`config.mk`:
```
export PLATFORM = sky130hd
export DESIGN_NAME = pool_scheduler
export DESIGN_NICKNAME = d
export VERILOG_FILES = /design/src/rtl/pool_scheduler.sv
export SDC_FILE = /design/constraint.sdc
export NUM_CORES = 1
export LEC_CHECK = 0
export ABC_AREA = 1
export CAP_MARGIN = 10
export CELL_PAD_IN_SITES_DETAIL_PLACEMENT = 1
export CELL_PAD_IN_SITES_GLOBAL_PLACEMENT = 1
export CORE_MARGIN = 1.5
export CORE_UTILIZATION = 40
export CTS_CLUSTER_DIAMETER = 40
export DETAILED_ROUTE_END_ITERATION = 8
export PLACE_DENSITY_LB_ADDON = 0.1
export SYNTH_ARGS = -nofsm -noshare
export SYNTH_HDL_FRONTEND = slang
export SYNTH_SLANG_ARGS = --single-unit
```
`constraint.sdc`:
```
create_clock -name clk -period 2.2 [get_ports clk]
set_input_delay 0.44 -clock clk [delete_from_list [all_inputs] [get_ports clk]]
set_output_delay 0.44 -clock clk [all_outputs]
set_load 0.05 [all_outputs]
```
`src/rtl/pool_scheduler.sv`:
```
// pool_scheduler
// ---------------
// Time-shares a single 2x2 max-pooling unit between SA_NUM systolic-array
// output lanes. Each lane gathers four elements into a private window
// buffer. Full windows are granted round-robin and streamed to the pooling
// unit as four back-to-back enabled beats, followed by one drain beat. The
// unit's max is captured and returned on a valid/ready result port that is
// tagged with the source lane.
//
// Ports
//   clk, reset            clock, synchronous active-high reset
//   in_valid/in_ready     per-lane element handshake
//   in_data               per-lane element, lane i at [i*W +: W]
//   cfg_mode, cfg_signed  compare configuration, sampled at grant
//   pool_enable           pooling unit enable (low clears the unit)
//   out_model, Sx         configuration latched for the current window
//   pool_data             element streamed to the pooling unit
//   pool_max              pooling unit result, valid in the drain beat
//   res_valid/res_ready   result handshake
//   res_data, res_lane    captured window max and its source lane
//   busy                  scheduler is not idle
module pool_scheduler #(
    parameter int SA_NUM          = 3,
    parameter int SA_OUTPUT_WIDTH = 14,
    parameter int LANE_W          = $clog2(SA_NUM)
) (
    input  logic                              clk,
    input  logic                              reset,
    input  logic [SA_NUM-1:0]                 in_valid,
    output logic [SA_NUM-1:0]                 in_ready,
    input  logic [SA_NUM*SA_OUTPUT_WIDTH-1:0] in_data,
    input  logic                              cfg_mode,
    input  logic                              cfg_signed,
    output logic                              pool_enable,
    output logic                              out_model,
    output logic                              Sx,
    output logic [SA_OUTPUT_WIDTH-1:0]        pool_data,
    input  logic [SA_OUTPUT_WIDTH-1:0]        pool_max,
    output logic                              res_valid,
    input  logic                              res_ready,
    output logic [SA_OUTPUT_WIDTH-1:0]        res_data,
    output logic [LANE_W-1:0]                 res_lane,
    output logic                              busy
);

    localparam int W = SA_OUTPUT_WIDTH;

    typedef enum logic [1:0] {
        ST_IDLE  = 2'd0,
        ST_FEED  = 2'd1,
        ST_DRAIN = 2'd2,
        ST_OUT   = 2'd3
    } state_t;

    state_t              state_r;
    state_t              state_next_s;
    logic [LANE_W-1:0]   lane_r;
    logic [LANE_W-1:0]   lane_next_s;
    logic [1:0]          beat_r;
    logic [1:0]          beat_next_s;
    logic [LANE_W-1:0]   rr_r;
    logic [LANE_W-1:0]   rr_next_s;
    logic                grant_s;

    logic [2:0]          cnt_r      [SA_NUM];
    logic [2:0]          cnt_next_s [SA_NUM];
    logic [W-1:0]        buf_r      [SA_NUM][4];
    logic [SA_NUM-1:0]   full_s;
    logic [SA_NUM-1:0]   accept_s;

    logic                arb_found_s;
    logic [LANE_W-1:0]   arb_lane_s;
    logic [LANE_W:0]     arb_sum_s;
    logic [LANE_W-1:0]   arb_idx_s;

    logic [SA_NUM-1:0]   ready_r;
    logic                pool_enable_r;
    logic [W-1:0]        pool_data_r;
    logic                out_model_r;
    logic                sx_r;
    logic                res_valid_r;
    logic [W-1:0]        res_data_r;
    logic [LANE_W-1:0]   res_lane_r;
    logic                busy_r;

    assign in_ready    = ready_r;
    assign pool_enable = pool_enable_r;
    assign pool_data   = pool_data_r;
    assign out_model   = out_model_r;
    assign Sx          = sx_r;
    assign res_valid   = res_valid_r;
    assign res_data    = res_data_r;
    assign res_lane    = res_lane_r;
    assign busy        = busy_r;

    // Lane fill status, acceptance and next count (clears on the last feed beat).
    always_comb begin
        for (int i = 0; i < SA_NUM; i++) begin
            full_s[i]     = (cnt_r[i] == 3'd4);
            accept_s[i]   = in_valid[i] & (cnt_r[i] != 3'd4);
            cnt_next_s[i] = cnt_r[i];
            if ((state_r == ST_FEED) && (lane_r == LANE_W'(i)) && (beat_r == 2'd3)) begin
                cnt_next_s[i] = 3'd0;
            end else if (accept_s[i]) begin
                cnt_next_s[i] = cnt_r[i] + 3'd1;
            end else begin
                cnt_next_s[i] = cnt_r[i];
            end
        end
    end

    // Round-robin search for the first full lane starting at the rr pointer.
    always_comb begin
        arb_found_s = 1'b0;
        arb_lane_s  = '0;
        arb_sum_s   = '0;
        arb_idx_s   = '0;
        for (int j = 0; j < SA_NUM; j++) begin
            // rr_r and j are both below SA_NUM, so one subtraction wraps the sum.
            arb_sum_s = {1'b0, rr_r} + (LANE_W+1)'(j);
            if (arb_sum_s >= (LANE_W+1)'(SA_NUM)) begin
                arb_sum_s = arb_sum_s - (LANE_W+1)'(SA_NUM);
            end else begin
                arb_sum_s = arb_sum_s;
            end
            arb_idx_s = arb_sum_s[LANE_W-1:0];
            if (!arb_found_s && full_s[arb_idx_s]) begin
                arb_found_s = 1'b1;
                arb_lane_s  = arb_idx_s;
            end else begin
                arb_found_s = arb_found_s;
            end
        end
        if (arb_lane_s == LANE_W'(SA_NUM - 1)) begin
            rr_next_s = '0;
        end else begin
            rr_next_s = arb_lane_s + LANE_W'(1);
        end
    end

    // Scheduler next-state logic.
    always_comb begin
        state_next_s = state_r;
        lane_next_s  = lane_r;
        beat_next_s  = beat_r;
        grant_s      = 1'b0;
        case (state_r)
            ST_IDLE: begin
                if (arb_found_s) begin
                    state_next_s = ST_FEED;
                    lane_next_s  = arb_lane_s;
                    beat_next_s  = 2'd0;
                    grant_s      = 1'b1;
                end else begin
                    state_next_s = ST_IDLE;
                end
            end
            ST_FEED: begin
                if (beat_r == 2'd3) begin
                    state_next_s = ST_DRAIN;
                    beat_next_s  = 2'd0;
                end else begin
                    beat_next_s  = beat_r + 2'd1;
                end
            end
            ST_DRAIN: begin
                state_next_s = ST_OUT;
            end
            ST_OUT: begin
                if (res_ready) begin
                    if (arb_found_s) begin
                        state_next_s = ST_FEED;
                        lane_next_s  = arb_lane_s;
                        beat_next_s  = 2'd0;
                        grant_s      = 1'b1;
                    end else begin
                        state_next_s = ST_IDLE;
                    end
                end else begin
                    state_next_s = ST_OUT;
                end
            end
            default: begin
                state_next_s = ST_IDLE;
                beat_next_s  = 2'd0;
            end
        endcase
    end

    // Scheduler state, current lane, beat counter and round-robin pointer.
    always_ff @(posedge clk) begin
        if (reset) begin
            state_r <= ST_IDLE;
            lane_r  <= '0;
            beat_r  <= 2'd0;
            rr_r    <= '0;
        end else begin
            state_r <= state_next_s;
            lane_r  <= lane_next_s;
            beat_r  <= beat_next_s;
            if (grant_s) begin
                rr_r <= rr_next_s;
            end
        end
    end

    // Per-lane gather buffers and fill counts.
    always_ff @(posedge clk) begin
        if (reset) begin
            for (int i = 0; i < SA_NUM; i++) begin
                cnt_r[i] <= 3'd0;
                for (int s = 0; s < 4; s++) begin
                    buf_r[i][s] <= '0;
                end
            end
        end else begin
            for (int i = 0; i < SA_NUM; i++) begin
                cnt_r[i] <= cnt_next_s[i];
                if (accept_s[i]) begin
                    buf_r[i][cnt_r[i][1:0]] <= in_data[i*W +: W];
                end
            end
        end
    end

    // Registered outputs, derived from the state being entered so they line up with it.
    always_ff @(posedge clk) begin
        if (reset) begin
            ready_r       <= '1;
            pool_enable_r <= 1'b0;
            pool_data_r   <= '0;
            out_model_r   <= 1'b0;
            sx_r          <= 1'b0;
            res_valid_r   <= 1'b0;
            res_data_r    <= '0;
            res_lane_r    <= '0;
            busy_r        <= 1'b0;
        end else begin
            for (int i = 0; i < SA_NUM; i++) begin
                ready_r[i] <= (cnt_next_s[i] != 3'd4);
            end
            pool_enable_r <= (state_next_s == ST_FEED) || (state_next_s == ST_DRAIN);
            pool_data_r   <= (state_next_s == ST_FEED) ? buf_r[lane_next_s][beat_next_s] : '0;
            res_valid_r   <= (state_next_s == ST_OUT);
            busy_r        <= (state_next_s != ST_IDLE);
            // pool_max is only guaranteed valid during the drain beat.
            if (state_r == ST_DRAIN) begin
                res_data_r <= pool_max;
                res_lane_r <= lane_r;
            end
            if (grant_s) begin
                out_model_r <= cfg_mode;
                sx_r        <= cfg_signed;
            end
        end
    end

endmodule

```
**Word-level counts from Yosys, hierarchy flattened**

Memory sizes are Yosys's and may differ from the RTL's.
Cells that the tools add are included.

- Logic and storage cells: 482
- Bits of input ports: 64
- Register bits after elaboration: 46
- Memories kept: 2
- Memory bits (writable): 177

Memory list:

| name | words | width | read ports | clocked after Yosys merged registers in | wr ports | RTL line | RTL |
|---|---|---|---|---|---|---|---|
| buf_r | 3 | 56 | 1 | 0 | 3 | 67 | `logic [W-1:0] buf_r [SA_NUM][4];` |
| cnt_r | 3 | 3 | 3 | 0 | 3 | 65 | `logic [2:0] cnt_r [SA_NUM];` |

- Eq/ne operators: 19
- Mux-type cells: 228
- Reductions and logical operators: 18
- Add/sub/neg operators: 10
- Bitwise operators: 179
- Magnitude comparators: 13

Operator list:

| kind | number |
|---|---|
| two-way mux 1 bit | 186 |
| OR 1 bit | 171 |
| two-way mux 56 bit | 3 |
| demux 14 bit (select 2 bit) | 3 |
| two-way mux 14 bit | 5 |
| binary-select mux 14 bit (select 2 bit) | 1 |
| two-way mux 2 bit | 14 |
| two-way mux 3 bit | 9 |
| inequality test 3 bit (second input constant) | 6 |
| equality test 2 bit (second input constant) | 7 |
| greater-or-equal comparator 3 bit (second input constant) | 4 |
| inverter 2 -> 3 bit | 4 |
| logical AND 1 bit | 11 |
| adder 3 x 1 -> 3 bit (second input constant) | 3 |
| equality test 3 bit (second input constant) | 3 |
| less-than comparator 2 x 3 -> 1 bit (second input constant) | 3 |
| less-than comparator 3 x 1 -> 1 bit (second input constant) | 3 |
| one-hot mux 2 bit (4 select lines) | 1 |
| binary-select mux 1 bit (select 2 bit) | 3 |
| equality test 2 x 1 -> 1 bit (second input constant) | 3 |
| greater-or-equal comparator 3 x 2 -> 1 bit (second input constant) | 2 |
| one-hot mux 2 bit (3 select lines) | 1 |
| subtractor 2 bit (second input constant) | 3 |
| adder 2 x 1 -> 2 bit (second input constant) | 2 |
| 12 further kinds | 16 |

**Longest topological paths before layout**

- Depth after elaboration: 18
- Gate-level depth with buffers: 21
- Gate-level depth less buffers: 19

**Worst setup path before layout**

No wires, ideal clock.

- Kind: register to register
- Start: register rr_r[0]
- End: register pool_data_r[0], in the netlist pool_data[0]
- Buffers on the path: 1
- Clock period less this slack: 2.247 ns
- Data required time: 2.068 ns
- Arrival time: 2.115 ns
- Setup slack: -0.047 ns
- Stages on the path, launching flop included: 16
- Cell sequence: dfxtp_1 -> inv_1 -> ha_1 -> inv_2 -> nand3_1 -> nand2_1 -> nand3_2 -> nand2_1 -> nor2_1 -> nand2_1 -> nand2_1 -> a32oi_1 -> inv_1 -> clkbuf_1 -> nand3_1 -> a21oi_1

- Longest elaborated chain between the ends: 18

RTL lines:

| item | RTL line | RTL |
|---|---|---|
| start, declared | 61 | `logic [LANE_W-1:0] rr_r;` |
| start signal, assigned | 202 | `rr_r <= rr_next_s;` |
| branches (longest 18 deep; another with adder 2 x 1 -> 3 bit) | n/a |  |
| end signal, assigned | 243 | `pool_data_r <= (state_next_s == ST_FEED) ? buf_r[lane_next_s][beat_next_s] : '0;` |
| end, declared | 78 | `logic [W-1:0] pool_data_r;` |

Parallel ways; which one is timed is not known. The select of a mux whose other input is x is not followed.
A chain may end at the register's enable or synchronous reset.

**Final worst setup path**

- Start: register rr_r[1]
- End: register pool_data_r[13], in the netlist pool_data[13]

The elaborated chain is that of the path after synthesis.

==> results.md <==
* Pins Over Slew Limit at 0
* Initial antenna violation count at 0
* H-tree depth at 2
* Grt total ovfl at 0
* Worst Setup Path Type: reg2reg
* Design Area, Final at 15,000 sq um
* PortBufs at 101
* P_leak at 6.49 nW
* Switch share at 41.8%
* Failing checks: setup timing
* Via count at 9,141
* Post-Syn Area at 10,300 sq um
* Die Width at 164 microns
* Hold crit path type: reg2reg
* Placed Area at 12,500 sq um
* P&R area growth vs syn at 44.9%
* Starting Density at 41.0%
* Reg2reg start: rr_r[1]
* Avg Cell Area, Syn at 9.09 sq um
* Setup crit start kind: flop
* Per-cell routed wire length at 23.0 microns
* Final cell count without fillers at 1,708
* Worst path cell trace: buf_6 -> ha_4 -> inv_6 -> nand2_4 -> nand3_2 -> nand2_4 -> nand3_4 -> inv_2 -> nand2_2 -> nand2_2 -> nand2_2 -> nand2_4 -> buf_12 -> nand2_8 -> buf_12 -> nand2_1 -> nand3_2 -> nand2_2 -> nand3_2 -> a21oi_2
* Wirelength, routed at 39.3 mm
* Area of the core at 25,300 sq um
* Synth Warn # at 0
* Final setup TNS at -4.97 ns
* Ranking of synthesized cells by area: edfxtp_1 (49%), dfxtp_1 (11%), nor2_1 (8.3%)
* Status: complete, but fails checks
* Worst Setup EP: pool_data[13]
* ANT cells at 0
* Residual DRC at 0
* Tot GR Track Use at 29.0%
* Filler instances at 2,757
* Final setup viols at 15
* Worst Clk Skew at 0.0126 ns
* Footprint of the multi-input gates at 3960 sq um
* CTS root buf: clkbuf_16
* Asr flop ratio synth at 0%
* P per Cell Area at 1610 nW/um^2
* Setup ws final at -0.405 ns
* Synth Instances at 1,138
* Hold-fix buffers at CTS at 0
* Die height at 164 microns
* Internal power at 14.0 mW
* Worst setup startpoint: rr_r[1]
* Sequential fraction of the synthesis area at 59.4%
* Fmax at 0.384 GHz
* #FFs+latches synth at 223
* Clock sinks at 223
* Final ANT Viol Nets at 0
* TritonCTS clock tree: done
* CTS Buffer Depth at 3
* Combinational Power Share at 53.8%
* Yosys top cell by area: edfxtp_1
* Worst Setup End Kind: flop
* Worst R2R Path Depth at 20
* Fin crit period at 2.60 ns
* Final Hold Viols at 0
* Post-synth cell types at 27
* NetSw at 10.1 mW
* Total Nets Final at 1,433
* Clock slew at reported path FFs at 0.05 ns
* Syn nets at 1,224
* VDD IR max at 1.03 mV
* Via/cell ratio at 5.35
* Reg power frac at 21.0%
* Post-synth EDFFs at 168
* Max stage delay on crit path at 0.32 ns
* # IOs at 102
* Reg2reg end: pool_data[13]
* GP Congestion at 0.935
* CP max stage cell: dfxtp_2
* Critical path data arrival time at 3.04 ns
* First-pass GRT wire length at 56.7 mm
* Die area at 26,800 sq um
* Crit-path max FO at 8
* Router iterations before antenna repair at 5
* Most frequent cell after synthesis: nor2_1
* RSZ-0062 raised after global routing: yes
* WP data required at 2.64 ns
* Worst skew pair latency at 0.52 ns
* R2R Setup Slk at -0.40 ns
* Share of the synthesized area in the top cell type at 48.7%
* Storage cell area at 6150 sq um
* Pin count of the biggest net entering global routing at 56
* Placed cells at 1,604
* CTS Buf Count at 39
* Slew HR at 64.8%
* Via count of the first global-routing pass at 9,695
* Worst-Margin Slew at 0.526 ns
* Clock share of power at 25.2%
* Crit path top cell by count: nand2_2
* Row Count at 58
* Post-synth top flop: edfxtp_1
* DRT iter0 DRCs at 625
* Post-DP HPWL at 24.3 mm
* Final period utilization at 118%
* Layout cells sized above 1 at 24.3%
* Max Cap Viol at 0
* Commonest cells in the netlist: nor2_1 (228), nand2_1 (183), edfxtp_1 (168), nand3_1 (146), inv_1 (142)
cell type report:
cell class | count | share of cell area, %
clock buffers | 40 | 6.53
clock inverters | 32 | 2.25
well taps | 330 | 2.75
multi-input cells | 711 | 26.4
repair buffers | 224 | 17.2
flip-flops and latches | 223 | 41.0
inverters | 148 | 3.84
how the worst min path moves through the flow:
stage | from | endpoint | depth (start not counted)
after CTS | rr_r[0] | rr_r[0] | 2
after global placement | Sx | Sx | 2
final | Sx | Sx | 2
after detailed placement | Sx | Sx | 2
after global routing | pool_max[10] | res_data[10] | 3
after floorplan | rr_r[0] | rr_r[0] | 2
metal layers:
metal | track usage, % | vias up | wire (microns)
met5 | 0 | - | 0
met4 | 16.0 | 0 | 2490
met3 | 4.22 | 130 | 1960
met2 | 51.6 | 345 | 19900
met1 | 33.4 | 4522 | 14900
li1 | - | 4144 | -
placed cells by master, fill, tap and decap left out, types with 2 or more instances in the layout:
| master | Yosys | layout |
|---|---|---|
| o21ai_1 | 3 | 2 |
| nand3_1 | 146 | 100 |
| buf_12 | 0 | 28 |
| o21ai_0 | 20 | 19 |
| a21oi_2 | 0 | 12 |
| clkinv_1 | 0 | 2 |
| clkbuf_16 | 0 | 43 |
| bufinv_16 | 0 | 4 |
| buf_4 | 3 | 77 |
| nor3_1 | 2 | 2 |
| clkinv_4 | 0 | 9 |
| inv_6 | 0 | 8 |
| dfxtp_1 | 55 | 53 |
| nor2_1 | 228 | 226 |
| ha_1 | 22 | 17 |
| buf_16 | 0 | 10 |
| nand3_2 | 3 | 41 |
| clkdlybuf4s50_1 | 0 | 101 |
| nand2_4 | 1 | 7 |
| edfxtp_1 | 168 | 168 |
| nand2_1 | 183 | 128 |
| ha_2 | 0 | 2 |
| inv_1 | 142 | 138 |
| ha_4 | 0 | 3 |
| buf_6 | 5 | 3 |
| o211ai_1 | 3 | 3 |
| inv_2 | 6 | 6 |
| nand3b_1 | 41 | 41 |
| nand3_4 | 0 | 8 |
| xor2_1 | 6 | 6 |
| a21oi_1 | 46 | 34 |
| clkinv_2 | 0 | 3 |
| nand2_2 | 2 | 51 |
| clkinvlp_4 | 0 | 7 |
| inv_8 | 0 | 2 |
| nor2_2 | 0 | 2 |
logic make-up (layout without fill, tap and decap cells):
kind of cell	Yosys count	count (layout)	share of synthesized area, %
AND/OR/NAND/NOR	608	609	25.7
flip-flops	223	223	59.4
buffers and inverters	205	444	8.08
AO/OA/AOI/OAI	74	74	3.70
adder cells (fa/ha/maj)	22	22	2.66
XOR/XNOR	6	6	0.508
metrics by stage:
step	util [%]	setup slack, ns	power [mW]	hold slack (ns)
6_report	59.4	-0.405	24.1	0.494
3_5_place_dp	49.5	-0.317	13.4	0.477
3_3_place_gp	49.5	-0.227	13.2	0.473
4_1_cts	57.4	-0.243	22.2	0.482
2_1_floorplan	-	-0.0453	10.2	0.463
5_1_grt	59.4	-0.500	24.9	0.522
worst max-delay path, delay by kind of cell (launching register included):
| family | cells | cell delay, ns |
|---|---|---|
| AOI/OAI and AO/OA | 1 | 0.17 |
| adders and majority gates | 1 | 0.30 |
| buffers and inverters | 5 | 0.57 |
| DFF | 1 | 0.32 |
| and+or+nand+nor | 13 | 1.14 |
power groups by stage:
stage | Sequential [mW] | Combinational (mW) | Clock [mW]
finish | 5.08 | 13.0 | 6.07
global route | 5.10 | 13.6 | 6.29
CTS | 5.07 | 11.1 | 6.13
detailed placement | 5.14 | 8.25 | 0
global placement | 5.13 | 8.07 | 0
floorplan | 5.53 | 4.63 | 0
repair_timing:
| action | 4_1_cts | 5_1_grt |
|---|---|---|
| hold endpoints to repair | 0 | 0 |
| pin swaps | 35 | 52 |
| cloned | 9 | 6 |
| setup endpoints to repair | 14 | 64 |
| gates resized for setup | 82 | 88 |
| setup buffers | 12 | 5 |
sequential cells by signal (all words and copies together), names as in the netlist, 2 cells and up:
| register | flops |
|---|---|
| res_data | 14 |
| state_r | 2 |
| rr_r | 2 |
| in_ready | 3 |
| lane_r | 2 |
| beat_r | 2 |
| pool_data | 14 |
| cnt_r | 9 |
| buf_r | 168 |
| res_lane | 2 |
No activity file was read; power rests on OpenSTA's default activity.
==> patch: new RTL, same settings <==
The 4 states of `state_t` get a Gray code encoding in 2 bits.
--- a/src/rtl/pool_scheduler.sv
+++ b/src/rtl/pool_scheduler.sv
@@ -46,10 +46,10 @@
     localparam int W = SA_OUTPUT_WIDTH;
 
     typedef enum logic [1:0] {
-        ST_IDLE  = 2'd0,
-        ST_FEED  = 2'd1,
-        ST_DRAIN = 2'd2,
-        ST_OUT   = 2'd3
+        ST_IDLE  = 2'b00,
+        ST_FEED  = 2'b01,
+        ST_DRAIN = 2'b11,
+        ST_OUT   = 2'b10
     } state_t;
 
     state_t              state_r;
Function: no difference found for any inputs over 4 cycles, from zero or initial values and one cycle with reset high; so few cycles prove little.
==> patch against the unedited design <==
The flow still finishes with violations (negative setup slack); critical path depth shrank 2; power is 7.2% lower; routed wire length increased by 3.5%; worst hold slack got worse by 0.013 ns; global-route usage about the same; cell area rose by 2.0%; area after synthesis grew 2.1%; setup slack worse by 0.040 ns; clock power fell by 2%; sequential cell count is 1 lower; first-iteration DRC count increased by 23%; critical path type unchanged.
==> patch: results (changes against the unedited design) <==
- Status: finished, violations left
- Failing checks: negative setup slack
- Synth Area in Adders: 2.013% (-0.65 points)
- DP HPWL: 25.44 mm (+4.7%)
- Worst VDD drop: 0.8344 mV (-19%)
- Share of layout cells above drive strength 1: 22.39% (-1.9 points)
- Fin nets: 1489 (+3.9%)
- Dpl cell area: 0.01279 mm^2 (+2.3%)
- Nonclk inv count: 188 (+27%)
- Worst hold start: res_data[5]$_SDFFE_PP0N_
- Avg Inst Size Synth: 8.800 um^2 (-3.2%)
- Drt total wl: 40.69 mm (+3.5%)
- Final setup margin: -0.4450 ns (-0.04020 ns)
- Area of the multi-input gates: 0.004065 mm^2 (+2.6%)
- Placed insts: 1669 (+4.1%)
- Post-CTS setup buffer count: 14 (+2)
- Clock Buffer Count: 42 (+5.0%)
- First-pass GRT wire length: 58.10 mm (+2.5%)
- ClkCell Share: 8.393% (-0.39 points)
- Slew @ Worst Pin: 0.5531 ns (+0.02701 ns)
- Worst Path Arrival: 3.10 ns (+0.06 ns)
- Max stage delay on crit path: 0.34 ns (+0.02 ns)
- Compound-Gate Fraction of Synth Area: 3.611% (-0.088 points)
- Count of plain and timing-repair buffers: 232 (+3.6%)
- Largest net degree at the start of global routing: 43 (-23%)
- Multi-input gates: 726 (+2.1%)
- Post-synthesis cell type count: 30 (+11%)
- Gate power share: 51.1% (-2.7 points)
- Seq. cell area: 0.006128 mm^2 (-0.37%)
- Synth area leaders: edfxtp_1 (48%), dfxtp_1 (10%), nor2_1 (8.4%)
- Signal buf overhead: 17.56% (+0.39 points)
- Synth cell count leaders: nor2_1 (237), inv_1 (185), nand3_1 (177)
- Global Route Usage Sum: 28.97% (about the same)
- Vias/cell: 5.440 (+1.6%)
- Inserted Clock Buffers: 38 (-2.6%)
- Synthesized area: 0.01057 mm^2 (+2.1%)
- R2R depth: 18 (-10%)
- # setup viols final: 14 (-1)
- Power Combinational: 11.4 mW (-12%)
- Seq/Total Area, Yosys: 57.96% (-1.4 points)
- P_int: 13.33 mW (-5.0%)
patch: cell types whose count changed after synthesis, sizes merged, moves of 2 or more:
| cell | change |
|---|---|
| inv | +39 |
| nor2 | +10 |
| a21oi | -24 |
| clkbuf | -2 |
| nand2 | -14 |
| nand4 | +46 |
| o21bai | +15 |
| nand3b | -41 |
| ha | -5 |
| buf | +10 |
| nand3 | +31 |
patch: worst paths after layout:
kind                                            endpoint  slack [ns]
worst min-delay path            res_data[5]$_SDFFE_PP0N_        0.48
worst min register to register  res_data[5]$_SDFFE_PP0N_        0.48
worst max register to register   pool_data[6]$_SDFF_PP0_       -0.45
worst max-delay path             pool_data[6]$_SDFF_PP0_       -0.45
patch: routing by layer:
metal / global-route usage (%) / wire, um / vias up
met4: 15.91 / 2385 / 0
met5: 0 / 0 / -
met2: 50.80 / 20630 / 369
met1: 33.29 / 15330 / 4790
li1: - / - / 4361
met3: 5.345 / 2336 / 125
